<file path="config.mk">
export PLATFORM = sky130hd
export DESIGN_NAME = uart_tx_fifo
export DESIGN_NICKNAME = d
export VERILOG_FILES = /design/src/rtl/uart_tx_fifo.sv
export SDC_FILE = /design/constraint.sdc
export NUM_CORES = 1
export LEC_CHECK = 0
export CORE_MARGIN = 3
export CORE_UTILIZATION = 57
export CTS_CLUSTER_SIZE = 24
export DETAILED_ROUTE_END_ITERATION = 6
export PLACE_DENSITY = 0.79
export SLEW_MARGIN = 20
export SYNTH_ARGS = -nofsm -noshare
export SYNTH_HDL_FRONTEND = slang
export SYNTH_SLANG_ARGS = --single-unit
</file>
<file path="constraint.sdc">
create_clock -name PCLK -period 5.33 [get_ports PCLK]
set_input_delay 0.533 -clock PCLK [delete_from_list [all_inputs] [get_ports PCLK]]
set_output_delay 0.533 -clock PCLK [all_outputs]
set_load 0.01 [all_outputs]
</file>
<file path="src/rtl/uart_tx_fifo.sv">
// UART transmitter fed by a small byte FIFO. Frame format and baud divisor are
// sampled when a byte is popped, so they stay fixed for the whole frame.
module uart_tx_fifo #(
   parameter int DIV_W      = 16,
   parameter int FIFO_DEPTH = 4
) (
   input  logic                        PCLK,
   input  logic                        PRESETn,
   input  logic [DIV_W-1:0]            cfg_div,
   input  logic [1:0]                  cfg_dbits,
   input  logic [1:0]                  cfg_parity,
   input  logic                        cfg_stop2,
   input  logic                        wr_en,
   input  logic [7:0]                  wr_data,
   output logic                        fifo_full,
   output logic                        fifo_empty,
   output logic [$clog2(FIFO_DEPTH):0] fifo_level,
   output logic                        ovf,
   output logic                        tx_busy,
   output logic                        tx_done,
   output logic                        tx_serial,
   output logic [2:0]                  dbg_state
);
   localparam int AW = $clog2(FIFO_DEPTH);

   typedef enum logic [2:0] {S_IDLE, S_START, S_DATA, S_PARITY, S_STOP} state_t;

   // Write side: wr_en is a strobe with no back-pressure; a strobe seen while
   // the current level is full is dropped and reported one cycle later on ovf.
   logic [7:0]    mem_q [FIFO_DEPTH];
   logic [AW-1:0] wr_ptr_q, rd_ptr_q;
   logic [AW:0]   level_q;
   logic          ovf_q;
   logic          push, pop, load;

   assign fifo_full  = (level_q == (AW+1)'(FIFO_DEPTH));
   assign fifo_empty = (level_q == '0);
   assign fifo_level = level_q;
   assign ovf        = ovf_q;
   assign push       = wr_en & ~fifo_full;

   always_ff @(posedge PCLK) begin
      if (push) mem_q[wr_ptr_q] <= wr_data;
   end

   always_ff @(posedge PCLK or negedge PRESETn) begin
      if (!PRESETn) begin
         wr_ptr_q <= '0;
         rd_ptr_q <= '0;
         level_q  <= '0;
         ovf_q    <= 1'b0;
      end else begin
         if (push) wr_ptr_q <= wr_ptr_q + AW'(1);
         if (pop)  rd_ptr_q <= rd_ptr_q + AW'(1);
         case ({push, pop})
            2'b10:   level_q <= level_q + (AW+1)'(1);
            2'b01:   level_q <= level_q - (AW+1)'(1);
            default: level_q <= level_q;
         endcase
         ovf_q <= wr_en & fifo_full;
      end
   end

   state_t           state_q, state_d;
   logic [DIV_W-1:0] div_q, div_d, cnt_q, cnt_d;
   logic [1:0]       dbits_q, dbits_d, parity_q, parity_d;
   logic             stop2_q, stop2_d, par_bit_q, par_bit_d;
   logic [7:0]       shreg_q, shreg_d;
   logic [2:0]       bit_cnt_q, bit_cnt_d;
   logic             tx_q, tx_d, done_q, done_d;
   logic [7:0]       head, head_mask;
   logic             head_xor, head_par, bit_end;

   // Parity is computed from the head entry at pop time, before shifting.
   assign head      = mem_q[rd_ptr_q];
   assign head_mask = 8'hFF >> (2'd3 - cfg_dbits);
   assign head_xor  = ^(head & head_mask);
   assign bit_end   = (cnt_q == div_q - DIV_W'(1));

   always_comb begin
      case (cfg_parity)
         2'b01:   head_par = head_xor;
         2'b10:   head_par = ~head_xor;
         default: head_par = 1'b1;
      endcase
   end

   always_comb begin
      state_d   = state_q;
      div_d     = div_q;
      cnt_d     = cnt_q;
      dbits_d   = dbits_q;
      parity_d  = parity_q;
      stop2_d   = stop2_q;
      par_bit_d = par_bit_q;
      shreg_d   = shreg_q;
      bit_cnt_d = bit_cnt_q;
      tx_d      = tx_q;
      done_d    = 1'b0;
      pop       = 1'b0;
      load      = 1'b0;
      if (state_q != S_IDLE) cnt_d = bit_end ? '0 : cnt_q + DIV_W'(1);
      case (state_q)
         S_IDLE: begin
            if (!fifo_empty) load = 1'b1;
         end
         S_START: begin
            if (bit_end) begin
               state_d   = S_DATA;
               tx_d      = shreg_q[0];
               bit_cnt_d = '0;
            end
         end
         S_DATA: begin
            if (bit_end) begin
               if (bit_cnt_q == {1'b1, dbits_q}) begin
                  bit_cnt_d = '0;
                  if (parity_q != 2'b00) begin
                     state_d = S_PARITY;
                     tx_d    = par_bit_q;
                  end else begin
                     state_d = S_STOP;
                     tx_d    = 1'b1;
                  end
               end else begin
                  shreg_d   = shreg_q >> 1;
                  tx_d      = shreg_q[1];
                  bit_cnt_d = bit_cnt_q + 3'd1;
               end
            end
         end
         S_PARITY: begin
            if (bit_end) begin
               state_d   = S_STOP;
               tx_d      = 1'b1;
               bit_cnt_d = '0;
            end
         end
         S_STOP: begin
            if (bit_end) begin
               if (bit_cnt_q[0] == stop2_q) begin
                  done_d = 1'b1;
                  if (!fifo_empty) begin
                     load = 1'b1;
                  end else begin
                     state_d = S_IDLE;
                     tx_d    = 1'b1;
                  end
               end else begin
                  bit_cnt_d = bit_cnt_q + 3'd1;
               end
            end
         end
         default: state_d = S_IDLE;
      endcase
      if (load) begin
         pop       = 1'b1;
         state_d   = S_START;
         tx_d      = 1'b0;
         cnt_d     = '0;
         div_d     = (cfg_div < DIV_W'(2)) ? DIV_W'(2) : cfg_div;
         dbits_d   = cfg_dbits;
         parity_d  = cfg_parity;
         stop2_d   = cfg_stop2;
         par_bit_d = head_par;
         shreg_d   = head;
      end
   end

   always_ff @(posedge PCLK or negedge PRESETn) begin
      if (!PRESETn) begin
         state_q   <= S_IDLE;
         div_q     <= DIV_W'(2);
         cnt_q     <= '0;
         dbits_q   <= 2'b11;
         parity_q  <= 2'b00;
         stop2_q   <= 1'b0;
         par_bit_q <= 1'b0;
         shreg_q   <= '0;
         bit_cnt_q <= '0;
         tx_q      <= 1'b1;
         done_q    <= 1'b0;
      end else begin
         state_q   <= state_d;
         div_q     <= div_d;
         cnt_q     <= cnt_d;
         dbits_q   <= dbits_d;
         parity_q  <= parity_d;
         stop2_q   <= stop2_d;
         par_bit_q <= par_bit_d;
         shreg_q   <= shreg_d;
         bit_cnt_q <= bit_cnt_d;
         tx_q      <= tx_d;
         done_q    <= done_d;
      end
   end

   assign tx_serial = tx_q;
   assign tx_done   = done_q;
   assign tx_busy   = (state_q != S_IDLE);
   assign dbg_state = state_q;

endmodule
</file>
==> metrics.yaml, run 1 <==
crit_arrival_ns: 4.09
cts_resized: 0
tightest_slew_ns: 0.902
rsz0062_at_grt: "no"
route.detailed.drc: 0
cp-endpoint: "fifo_level[2]$_DFFE_PN0P_"
clockBufferDepth: 2
path_class: "reg -> reg"
crit_start: "div_q[4]$_DFFE_PN0P_"
postRouteAntennaNets: 0
dp_hpwl_um: 7480
cpMostUsedCell: "xor2_1"
top_layer_used: "met4"
wl_met2_um: 4800
row_count: 33
finalNetCount: 514
p_per_area_nw_per_um2: 508
critPathCaptureType: "flop"
synth_edf_count: 32
ys.flop_type: "dfrtp_1"
cts_tree: "yes"
power.total_w: 0.00288
finalSetupViolCount: 0
synth_area_leaders: "dfrtp_1 (29%), edfxtp_1 (19%), mux2_1 (5.0%), xnor2_1 (4.6%), xor2_1 (3.7%)"
synth_top_area_frac: 0.290
final_common_cell: "dfrtp_1"
place.gp.congestion: 0.832
root_buffer: "clkbuf_8"
drt-total-wl_um: 10300
clk_pin_slew_worst_paths_ns: 0.11
finalCritPeriodShare: 0.716
syn-num-nets: 476
firstDrtPassIters: 5
die_w_um: 99.6
port_buffers: 43
fillers: 644
setup.worst_path.start_class: "flop"
reg2reg_depth: 13
vias: 3398
grt_pass1_wl_um: 17400
area_delta_synth_final_pct: 13.4
avgSynthCellArea_um2: 11.5
syn-instance-count: 433
final_layout_size_suffix_gt1_frac: 0.111
max_stage_delay_ns: 0.64
cts_hold_buf: 0
final_cell_mix: "dfrtp_1 (58), clkdlybuf4s50_1 (42), nor2_1 (37)"
insertion_delay_ns: 0.36
cts_buffers: 9
min_path_type: "in -> async"
vias_per_cell: 5.85
cap_violations: 0
grt_use_total: 0.225
synth-async-reset-ratio: 0.660
gr-total-overflow: 0
hold_violations: 0
cp_slowest_cell: "or4_4"
synth_warnings: 0
reg2reg_to: "fifo_level[2]$_DFFE_PN0P_"
skew_ns: 0.0140
cp_cell_sequence: "or4_4 -> or4_1 -> a21o_1 -> o21ai_2 -> nand4_2 -> o31a_1 -> nor2_4 -> ha_1 -> inv_1 -> fa_1 -> xor2_1 -> nor2_1 -> xor2_1"
grt_pass1_vias: 3432
diodes: 0
met1Wirelength_um: 4800
syn_area_um2: 5000
p_leak_nw: 2.22
routedWlPerCell_um: 17.7
htree_num_levels: 3
worstReg2RegStart: "div_q[4]$_DFFE_PN0P_"
slew-limit-headroom: 0.394
synth_top_area_cell: "dfrtp_1"
ys_types: 63
reg2reg_slack_ns: 1.51
clock_sinks: 94
ys_seq_elements: 94
ys_seq_area_frac: 0.504
met3RoutedLength_um: 558
fin_crit_ns: 3.82
max_freq_mhz: 262
critPathRequiredTime_ns: 5.61
grt_max_degree: 63
dieArea_um2: 9930
cp_max_fo: 10
io-pin-count: 44
coreArea_um2: 8380
initial_utilization: 0.596
status: "finished clean"
die_h_um: 99.6
dr.first_iter.drc_count: 123
antenna_found_initial: 0
final_max_slew_viol_count: 0
post_cts_buffers: 0
fin_tns_setup_ns: 0
ir_drop_mv: 0.292
[cell usage after synthesis, types with 2 or more instances]
master / number
dfrtp_1: 58
nor2_1: 37
edfxtp_1: 32
xnor2_1: 26
mux2_1: 22
o21ai_0: 21
xor2_1: 21
inv_1: 20
nand2_1: 19
nand3_1: 14
nor3_1: 13
clkbuf_1: 11
mux2_2: 11
ha_1: 10
and3_1: 9
mux4_2: 8
nand2b_1: 7
nand4_1: 7
nor4_1: 6
or4_1: 5
a21oi_1: 4
a31oi_1: 4
dfstp_2: 4
mux2i_1: 4
a32oi_1: 3
buf_4: 3
buf_6: 3
nand3b_1: 3
o22ai_1: 3
o31ai_1: 3
or3_1: 3
a211o_1: 2
a21o_1: 2
a22o_1: 2
nor2b_1: 2
nor3b_1: 2
o21bai_1: 2
o31a_1: 2
[logic make-up after synthesis]
group	synth area share
adder cells (fa/ha/maj)	0.0290
AO/OA/AOI/OAI	0.0784
flip-flops	0.504
XOR/XNOR	0.0824
multiplexers	0.118
buffers and inverters	0.0363
AND/OR/NAND/NOR	0.152
[area by class of cell]
cell class	instances	area [µm²]	share of cell area
Timing Repair Buffer	46	448	0.0790
Sequential cell	94	2520	0.444
Clock inverter	7	75.1	0.0132
Multi-Input combinational cell	300	2300	0.405
Tap cell	105	131	0.0232
Inverter	20	75.1	0.0132
Clock buffer	9	124	0.0218
[worst min path at each step]
| stage | slack [ns] | depth (start not counted) | to |
|---|---|---|---|
| after global placement | 0.49 | 1 | div_q[15]$_DFFE_PN0P_ |
| after floorplan | 0.24 | 0 | bit_cnt_q[0]$_DFFE_PN0P_ |
| after detailed placement | 0.50 | 1 | div_q[15]$_DFFE_PN0P_ |
| after CTS | 0.36 | 2 | stop2_q$_DFFE_PN0P_ |
| final | 0.33 | 2 | stop2_q$_DFFE_PN0P_ |
| after global routing | 0.38 | 2 | stop2_q$_DFFE_PN0P_ |
[stage by stage]
stage	util	cell area (µm²)	cells	hold WS, ns	worst slack [ns]
floorplan	-	5000	433	0.237	1.54
global placement	0.653	5470	565	0.494	1.71
detailed placement	0.653	5470	565	0.500	1.55
CTS	0.676	5670	581	0.361	1.52
global route	0.676	5670	581	0.384	1.30
finish	0.676	5670	581	0.330	1.51
[state kept, by name (all words and copies together), names as in the netlist]
name	flops
stop2_q	1
dbits_q	2
parity_q	2
ovf	1
div_q	16
tx_serial	1
rd_ptr_q	2
par_bit_q	1
bit_cnt_q	3
tx_done	1
dbg_state	3
fifo_level	3
shreg_q	8
mem_q	32
wr_ptr_q	2
cnt_q	16
[power by group]
part           switching [W]  internal (W)  leakage [nW]
logic               0.000589      0.000591          1.06
registers           0.000245      0.000986          1.06
clock network       0.000285      0.000186        0.0985
total                0.00112       0.00176          2.22
[critical path, delay by kind of cell, from the launching register on]
family / cells / cell delay [ns]
xor+xnor: 2 / 0.33
compound gates: 3 / 0.75
fa+ha+maj: 2 / 0.57
simple gates: 5 / 1.53
buf+inv: 1 / 0.06
flops: 1 / 0.49
[routing by layer]
layer,vias up,global-route usage
li1,1638,-
met3,16,0.0365
met2,103,0.341
met5,-,0
met4,0,0.0704
met1,1641,0.334
Note: power is estimated with default switching activity, not from simulation.
==> run 2: changes to the inputs <==
- clock period: 5.33 -> 3.8 ns (I/O delays scaled with it)
==> run 2 against run 1 <==
Effect of this change: flip-flop and latch count is the same; first-iteration DRC count is 0.81% lower; die area is the same; via count up 3.1%; maximum frequency is 3.3% higher; clock power grew 43%; final area increased by 2.7%; clock-buffer cell count unchanged; combinational power increased by 53%; wire length increased by 1.4%; clock skew shrank 0.0021 ns; worst setup slack got worse by 1.4 ns.
==> metrics.yaml, run 2 (same netlist as run 1, synthesis figures left out) <==
crit_arrival_ns: 3.98
clockBufferDepth: 2
coreArea_um2: 8380
clk_pin_slew_worst_paths_ns: 0.11
placed_cells: 572
finalNetCount: 526
firstDrtPassIters: 4
grt_pass1_wl_um: 17400
max_stage_delay_ns: 0.54
grt_use_total: 0.225
postRouteAntennaNets: 0
gr-total-overflow: 0
io-pin-count: 44
place_area_um2: 5530
initial_utilization: 0.596
setup.worst_path.start_class: "flop"
drt-total-wl_um: 10500
largest_register: "mem_q"
swShare: 0.390
row_count: 33
critical_path_depth: 15
cp_max_fo: 5
vias_per_cell: 5.91
reg2reg_slack_ns: 0.11
cts_hold_buf: 0
fin_crit_ns: 3.69
antenna_found_initial: 0
crit_start: "div_q[0]$_DFFE_PN0P_"
critPathCaptureType: "flop"
p_per_area_nw_per_um2: 718
dp_hpwl_um: 7680
clock_sinks: 94
final_cell_mix: "dfrtp_1 (58), clkdlybuf4s50_1 (42), nor2_1 (37)"
place_ws_ns: 0.0346
grt_max_degree: 35
reg_top3: "mem_q x32, cnt_q x16, div_q x16"
path_class: "reg -> reg"
insertion_delay_ns: 0.37
layout_setup_ws_ns: 0.106
cts_buffers: 9
cp-endpoint: "fifo_level[2]$_DFFE_PN0P_"
power.share.combinational: 0.432
hold_violations: 0
root_buffer: "clkbuf_8"
tightest_slew_ns: 0.781
power.net_switching_w: 0.00163
final_layout_size_suffix_gt1_frac: 0.145
slew-limit-headroom: 0.480
critPathRequiredTime_ns: 4.09
utilization: 0.695
max_freq_mhz: 271
worstReg2RegStart: "div_q[0]$_DFFE_PN0P_"
min_path_type: "in -> async"
diodes: 0
finalSetupViolCount: 0
p_seq_frac: 0.407
port_buffers: 43
ir_drop_mv: 0.450
grt_pass1_vias: 3455
cp_slowest_cell: "or3b_2"
final_common_cell: "dfrtp_1"
cp_cell_sequence: "inv_1 -> ha_1 -> or3b_2 -> nor4_2 -> mux2i_1 -> o22ai_4 -> nand4_2 -> o31a_1 -> nor2_4 -> ha_1 -> inv_1 -> fa_1 -> xor2_1 -> nor2_1 -> xor2_1"
area_delta_synth_final_pct: 16.5
die_w_um: 99.6
largest_register_ffs: 32
critical_path.top_delay_family: "simple AND/OR/NAND/NOR gates"
routedWlPerCell_um: 17.6
cap_violations: 0
status: "finished clean"
p_clk_frac: 0.161
reg2reg_to: "fifo_level[2]$_DFFE_PN0P_"
htree_num_levels: 3
p_leak_nw: 2.30
dieArea_um2: 9930
final_cells: 593
finalCritPeriodShare: 0.972
power.total_w: 0.00418
place.gp.congestion: 0.859
dr.first_iter.drc_count: 122
reg2reg_depth: 15
cts_tree: "yes"
skew_ns: 0.0119
route.detailed.drc: 0
cp.buffers_inverters: 2
final_cell_area_um2: 5820
fillers: 611
die_h_um: 99.6
final_max_slew_viol_count: 0
internal_power_w: 0.00255
vias: 3503
## run 2: changes by cell type in the layout (fill, tap and decap cells not counted), sizes merged
cell / delta
clkinv: +3
clkinvlp: -1
inv: -2
buf: +12
## run 2: layout make-up
class                           instances  area (µm²)  area share
Sequential cell                        94        2520       0.432
Multi-Input combinational cell        300        2340       0.403
Timing Repair Buffer                   58         538      0.0924
Tap cell                              105         131      0.0226
Clock buffer                            9         124      0.0213
Clock inverter                          7        91.3      0.0157
Inverter                               20        75.1      0.0129
## run 2: metrics by stage
| step | TNS, ns | hold slack [ns] |
|---|---|---|
| after floorplan | 0 | 0.0844 |
| after global placement | 0 | 0.483 |
| after detailed placement | 0 | 0.496 |
| after CTS | 0 | 0.0855 |
| after global routing | -0.0611 | 0.132 |
| final | 0 | 0.0767 |
## run 2: power by group through the flow
stage          Sequential, W  Clock [W]  Combinational (W)
2_1_floorplan        0.00158          0            0.00137
3_3_place_gp         0.00169          0            0.00168
3_5_place_dp         0.00172          0            0.00174
4_1_cts              0.00170   0.000690            0.00176
5_1_grt              0.00175   0.000731            0.00199
6_report             0.00170   0.000672            0.00181
## run 2: timing repair
item | CTS | global route
pin swaps | 0 | 3
buffers inserted | 0 | 5
endpoints found under the setup margin | 1 | 2
gates cloned | 0 | 0
resized for setup | 1 | 6
## run 2: layer usage
metal	global-route usage	wire length, µm	share of wire
met5	0	0	0
met4	0.0693	123	0.012
met3	0.0498	545	0.052
met2	0.350	5030	0.48
met1	0.318	4760	0.46
## run 2: worst min path at each step
| stage | endpoint | slack (ns) |
|---|---|---|
| finish | stop2_q$_DFFE_PN0P_ | 0.08 |
| global route | stop2_q$_DFFE_PN0P_ | 0.13 |
| CTS | stop2_q$_DFFE_PN0P_ | 0.09 |
| detailed placement | stop2_q$_DFFE_PN0P_ | 0.50 |
| global placement | stop2_q$_DFFE_PN0P_ | 0.48 |
| floorplan | bit_cnt_q[0]$_DFFE_PN0P_ | 0.08 |
==> RTL change 1 (settings of run 1) <==
`DIV_W`: 16 -> 24.
--- a/src/rtl/uart_tx_fifo.sv
+++ b/src/rtl/uart_tx_fifo.sv
@@ -2,5 +2,5 @@
 // sampled when a byte is popped, so they stay fixed for the whole frame.
 module uart_tx_fifo #(
-   parameter int DIV_W      = 16,
+   parameter int DIV_W      = 24,
    parameter int FIFO_DEPTH = 4
 ) (
Ports: changed (resized cfg_div); port bits go from 44 to 52. No check against the original RTL was run, so the function may have changed too.
==> RTL change 1 against run 1 <==
Setup slack worse by 670 ps; area after synthesis is 21% higher; final area is 21% higher; total power is 14% higher; wire length is 30% higher; synthesized cell count is 27% higher; sequential cell count is 16 higher; non-clock buffer count is 7 higher.
==> RTL change 1: results (changes against run 1) <==
[pwr]
power.leakage_nw = 2.70  ; +22%
irDropWorstVdd_mv = 0.340  ; +16%

[sta]
worst_pin_slew_ps = 824  ; -77.3 ps
final.setup_skew_ps = 16.3  ; +2.24 ps
whs_ps = 156  ; -174 ps
min_period_over_period_pct = 84.1  ; +13 points

[setup_path]
worst-r2r-cell-count = 15  ; +2
reg2reg_slack_ps = 850  ; -670 ps
reg2reg_from = div_q[0]
crit_start = div_q[0]
max_stage_delay_ps = 660  ; +20 ps

[final_layout]
final_nets = 644  ; +25%
nFillCells = 808  ; +25%
drive_gt1_share_pct = 11.5  ; +0.40 points

[synthesis]
synth_nets = 599  ; +26%
synth_common_cells = dfrtp_1 (74), nor2_1 (51), xnor2_1 (39)
async_flop_share_pct = 70.9  ; +5.0 points
synth.area.top_cells = dfrtp_1 (31%), edfxtp_1 (16%), xnor2_1 (5.6%), mux2_1 (3.9%), xor2_1 (3.5%)

[global_routing]
grt_pass1_vias = 4294  ; +25%
grt_pass1_wl_mm = 22.0  ; +26%
grtUsageTotal_pct = 24.2  ; +1.7 points
grt_max_degree = 79  ; +25%

[clock_tree]
insertion_delay_ps = 410  ; +50 ps

[placed_design]
dp_hpwl_mm = 9.91  ; +32%

[run_status]
status = completed

RTL change 1: cell types whose count changed after synthesis, moves of 8 or more:
cell / change
dfrtp_1: +16
nor2_1: +14
xnor2_1: +13
a21oi_1: +10
nand2_1: +9
nor2b_1: +9
o21ai_0: -9
buf_2: +8
RTL change 1: where the power goes:
group          switching (mW)  internal, mW  total, mW
Clock                   0.341         0.199      0.541
Combinational           0.639         0.664       1.30
Sequential              0.316          1.13       1.44
Total                    1.30          1.99       3.29
RTL change 1: routing by layer:
layer / track usage (%) / routed length [microns]
met1: 32.8 / 5980
met5: 0 / 0
met4: 8.75 / 320
met3: 5.33 / 527
met2: 38.4 / 6570
RTL change 1: cells by family after synthesis:
| logic type | count (synthesis) | synth area share (%) |
|---|---|---|
| AOI/OAI and AO/OA | 63 | 7.15 |
| muxes | 60 | 12.8 |
| adders and majority gates | 11 | 2.40 |
| DFF | 110 | 48.2 |
| buffers and inverters | 43 | 3.16 |
| xor gates and xnor gates | 63 | 9.11 |
| and+or+nand+nor | 198 | 17.2 |
RTL change 1: metrics by stage:
step           area (sq um)  cells
3_5_place_dp           6660    718
2_1_floorplan          6060    548
3_3_place_gp           6660    718
5_1_grt                6880    734
6_report               6880    734
4_1_cts                6880    734
RTL change 1: cell type report:
class                      instances  area, sq um  share of cell area [%]
clock buffer                       9          124                    1.80
clock inverter                     7         93.8                    1.36
inverter                          24         90.1                    1.31
multi-input combinational        395         2960                    43.0
sequential                       110         2920                    42.4
tap                              136          170                    2.47
timing repair buffer              53          527                    7.66
==> RTL change 2 (settings of run 1) <==
Without the edit above. Register the output `fifo_level` once more, cleared by the reset; this adds one clock of latency there. The other outputs are not delayed to match.
--- a/src/rtl/uart_tx_fifo.sv
+++ b/src/rtl/uart_tx_fifo.sv
@@ -36,5 +36,11 @@
    assign fifo_full  = (level_q == (AW+1)'(FIFO_DEPTH));
    assign fifo_empty = (level_q == '0);
-   assign fifo_level = level_q;
+   always_ff @(posedge PCLK or negedge PRESETn) begin
+      if (!PRESETn) begin
+         fifo_level <= '0;
+      end else begin
+         fifo_level <= level_q;
+      end
+   end
    assign ovf        = ovf_q;
    assign push       = wr_en & ~fifo_full;
Behaviour: not the same (a bounded check fails within 4 cycles, from zero or initial values and one cycle with PRESETn low).
==> RTL change 2 against run 1 <==
Total power fell by 1.6%; largest power group unchanged; hold slack got worse by 13 ps; critical endpoint is now level_q[2]; setup slack improved by 160 ps; area after synthesis rose by 1.5%; sequential cell count rose by 3; wire length fell by 2.3%; final area rose by 1.9%.
==> RTL change 2: results (changes against run 1) <==
[setup_path]
cp_data_arrival_time_ps = 3950  ; -140 ps
reg2reg_slack_ps = 1680  ; +160 ps
crit_start = div_q[3]
critPathMaxFanout = 7  ; -3
crit_slowest_cell = or4_1

[synthesis]
synth_nets = 493  ; +3.6%
synth.area.top_cells = dfrtp_1 (30%), edfxtp_1 (19%), mux2_2 (4.4%), xnor2_1 (3.8%), mux4_2 (3.6%)
synth_common_cells = dfrtp_1 (61), nor2_1 (46), edfxtp_1 (32)
yosysSeqAreaShare_pct = 51.1  ; +0.72 points
synth.distinct_cells = 65  ; +3.2%
async_flop_share_pct = 67.0  ; +1.1 points

[detailed_routing]
dr.max_layer_used = met4
route.met3.wl_microns = 318  ; -43%
drtPass1Iterations = 4  ; -1
drt-total-wl_mm = 10.1  ; -2.3%
met2RoutedLength_mm = 5.26  ; +9.7%
ant_nets = 0  ; unchanged
via_per_inst = 5.82  ; -0.51%
drt_iter0_drc = 169  ; +37%
routedLengthMet1_mm = 4.36  ; -9.2%

[placed_design]
place_congestion = 0.846  ; +1.7%
dp_hpwl_mm = 7.32  ; -2.1%

[final_layout]
drive_gt1_share_pct = 12.3  ; +1.1 points
final_nets = 535  ; +4.1%
diodes = 0  ; unchanged
nFillCells = 654  ; +1.6%
reg_top3 = mem_q: 32 flops, cnt_q: 16 flops, div_q: 16 flops

[clock_tree]
cts-resized-gates = 0  ; unchanged
postCtsSetupBuffers = 0  ; unchanged
clk_pin_slew_ps = 100
cts_root_buffer = clkbuf_8
insertion_delay_ps = 360  ; about the same

[global_routing]
grt_max_degree = 66  ; +4.8%
grt_pass1_wl_mm = 17.0  ; -2.2%
antenna_found_initial = 0  ; unchanged
grt_pass1_vias = 3533  ; +2.9%
grtUsageTotal_pct = 21.3  ; -1.2 points

[hold_path]
min_path_type = in -> async

[sta]
final.setup_skew_ps = 9.33  ; -4.71 ps
maxSlewHeadroom_pct = 43.0  ; +3.6 points

[pwr]
power.leakage_nw = 2.40  ; +8.4%
irDropWorstVdd_mv = 0.269  ; -8.0%
intPower_mw = 1.77  ; +0.14%

[run_status]
status = completed

RTL change 2: changes by cell type in the layout (fill, tap and decap cells not counted), sizes merged, moves of 3 or more:
cell | run 1 | this run
mux2 | 33 | 20
a21oi | 4 | 16
nand2 | 19 | 31
nor2 | 39 | 46
mux2i | 4 | 10
o21ai | 23 | 18
nand3 | 14 | 10
xnor2 | 26 | 22
a21boi | 0 | 3
dfrtp | 58 | 61
xor2 | 21 | 18
RTL change 2: cell type report:
type / instances / area (sq um) / share of cell area, %
clock inverter: 7 / 58.8 / 1.02
multi-input combinational: 317 / 2340 / 40.6
timing repair buffer: 45 / 440 / 7.63
clock buffer: 9 / 124 / 2.15
tap: 105 / 131 / 2.28
inverter: 22 / 82.6 / 1.43
sequential: 97 / 2590 / 44.9
RTL change 2: per-stage QoR:
step                      setup slack, ps  instances  hold WS [ps]  area [sq um]  power (mW)
after floorplan                      1800        450           237          5070        2.07
after global placement               1810        586           442          5590        2.35
after detailed placement             1680        586           442          5590        2.40
after CTS                            1670        602           361          5770        2.86
after global routing                 1420        602           369          5770        3.04
final                                1680        602           317          5770        2.84
RTL change 2: power by group through the flow:
stage	combinational (mW)	sequential [mW]	clock [mW]
3_5_place_dp	1.12	1.28	0
5_1_grt	1.25	1.30	0.492
4_1_cts	1.13	1.27	0.465
6_report	1.12	1.26	0.455
3_3_place_gp	1.08	1.27	0
2_1_floorplan	0.893	1.18	0
RTL change 2: path summary, 6_finish.rpt:
| path | to | cells after the start |
|---|---|---|
| max in group asynchronous | rd_ptr_q[0] | 2 |
| max | level_q[2] | 13 |
| min in group PCLK | fifo_level[1] | 0 |
| max reg2reg | level_q[2] | 13 |
| min reg2reg | fifo_level[1] | 0 |
| min | div_q[11] | 2 |
RTL change 2: critical path, delay by kind of cell, from the launching register on:
family          cells  cell delay [ps]
xor+xnor            2              310
flops               1              450
fa+ha+maj           2              560
compound gates      2              580
simple gates        5             1520
buf+inv             2              170
RTL change 2: kinds of logic after synthesis:
kind of cell	count (synthesis)	synth area share (%)
mux	38	9.96
xor+xnor	41	7.35
buf+inv	36	2.91
simple gates	164	18.0
flops	97	51.1
compound gates	63	7.87
fa+ha+maj	11	2.86
RTL change 2: per-layer routing:
metal	track usage, %	vias up
met4	5.80	0
li1	-	1697
met5	0	-
met1	27.3	1737
met3	4.24	14
met2	37.0	55
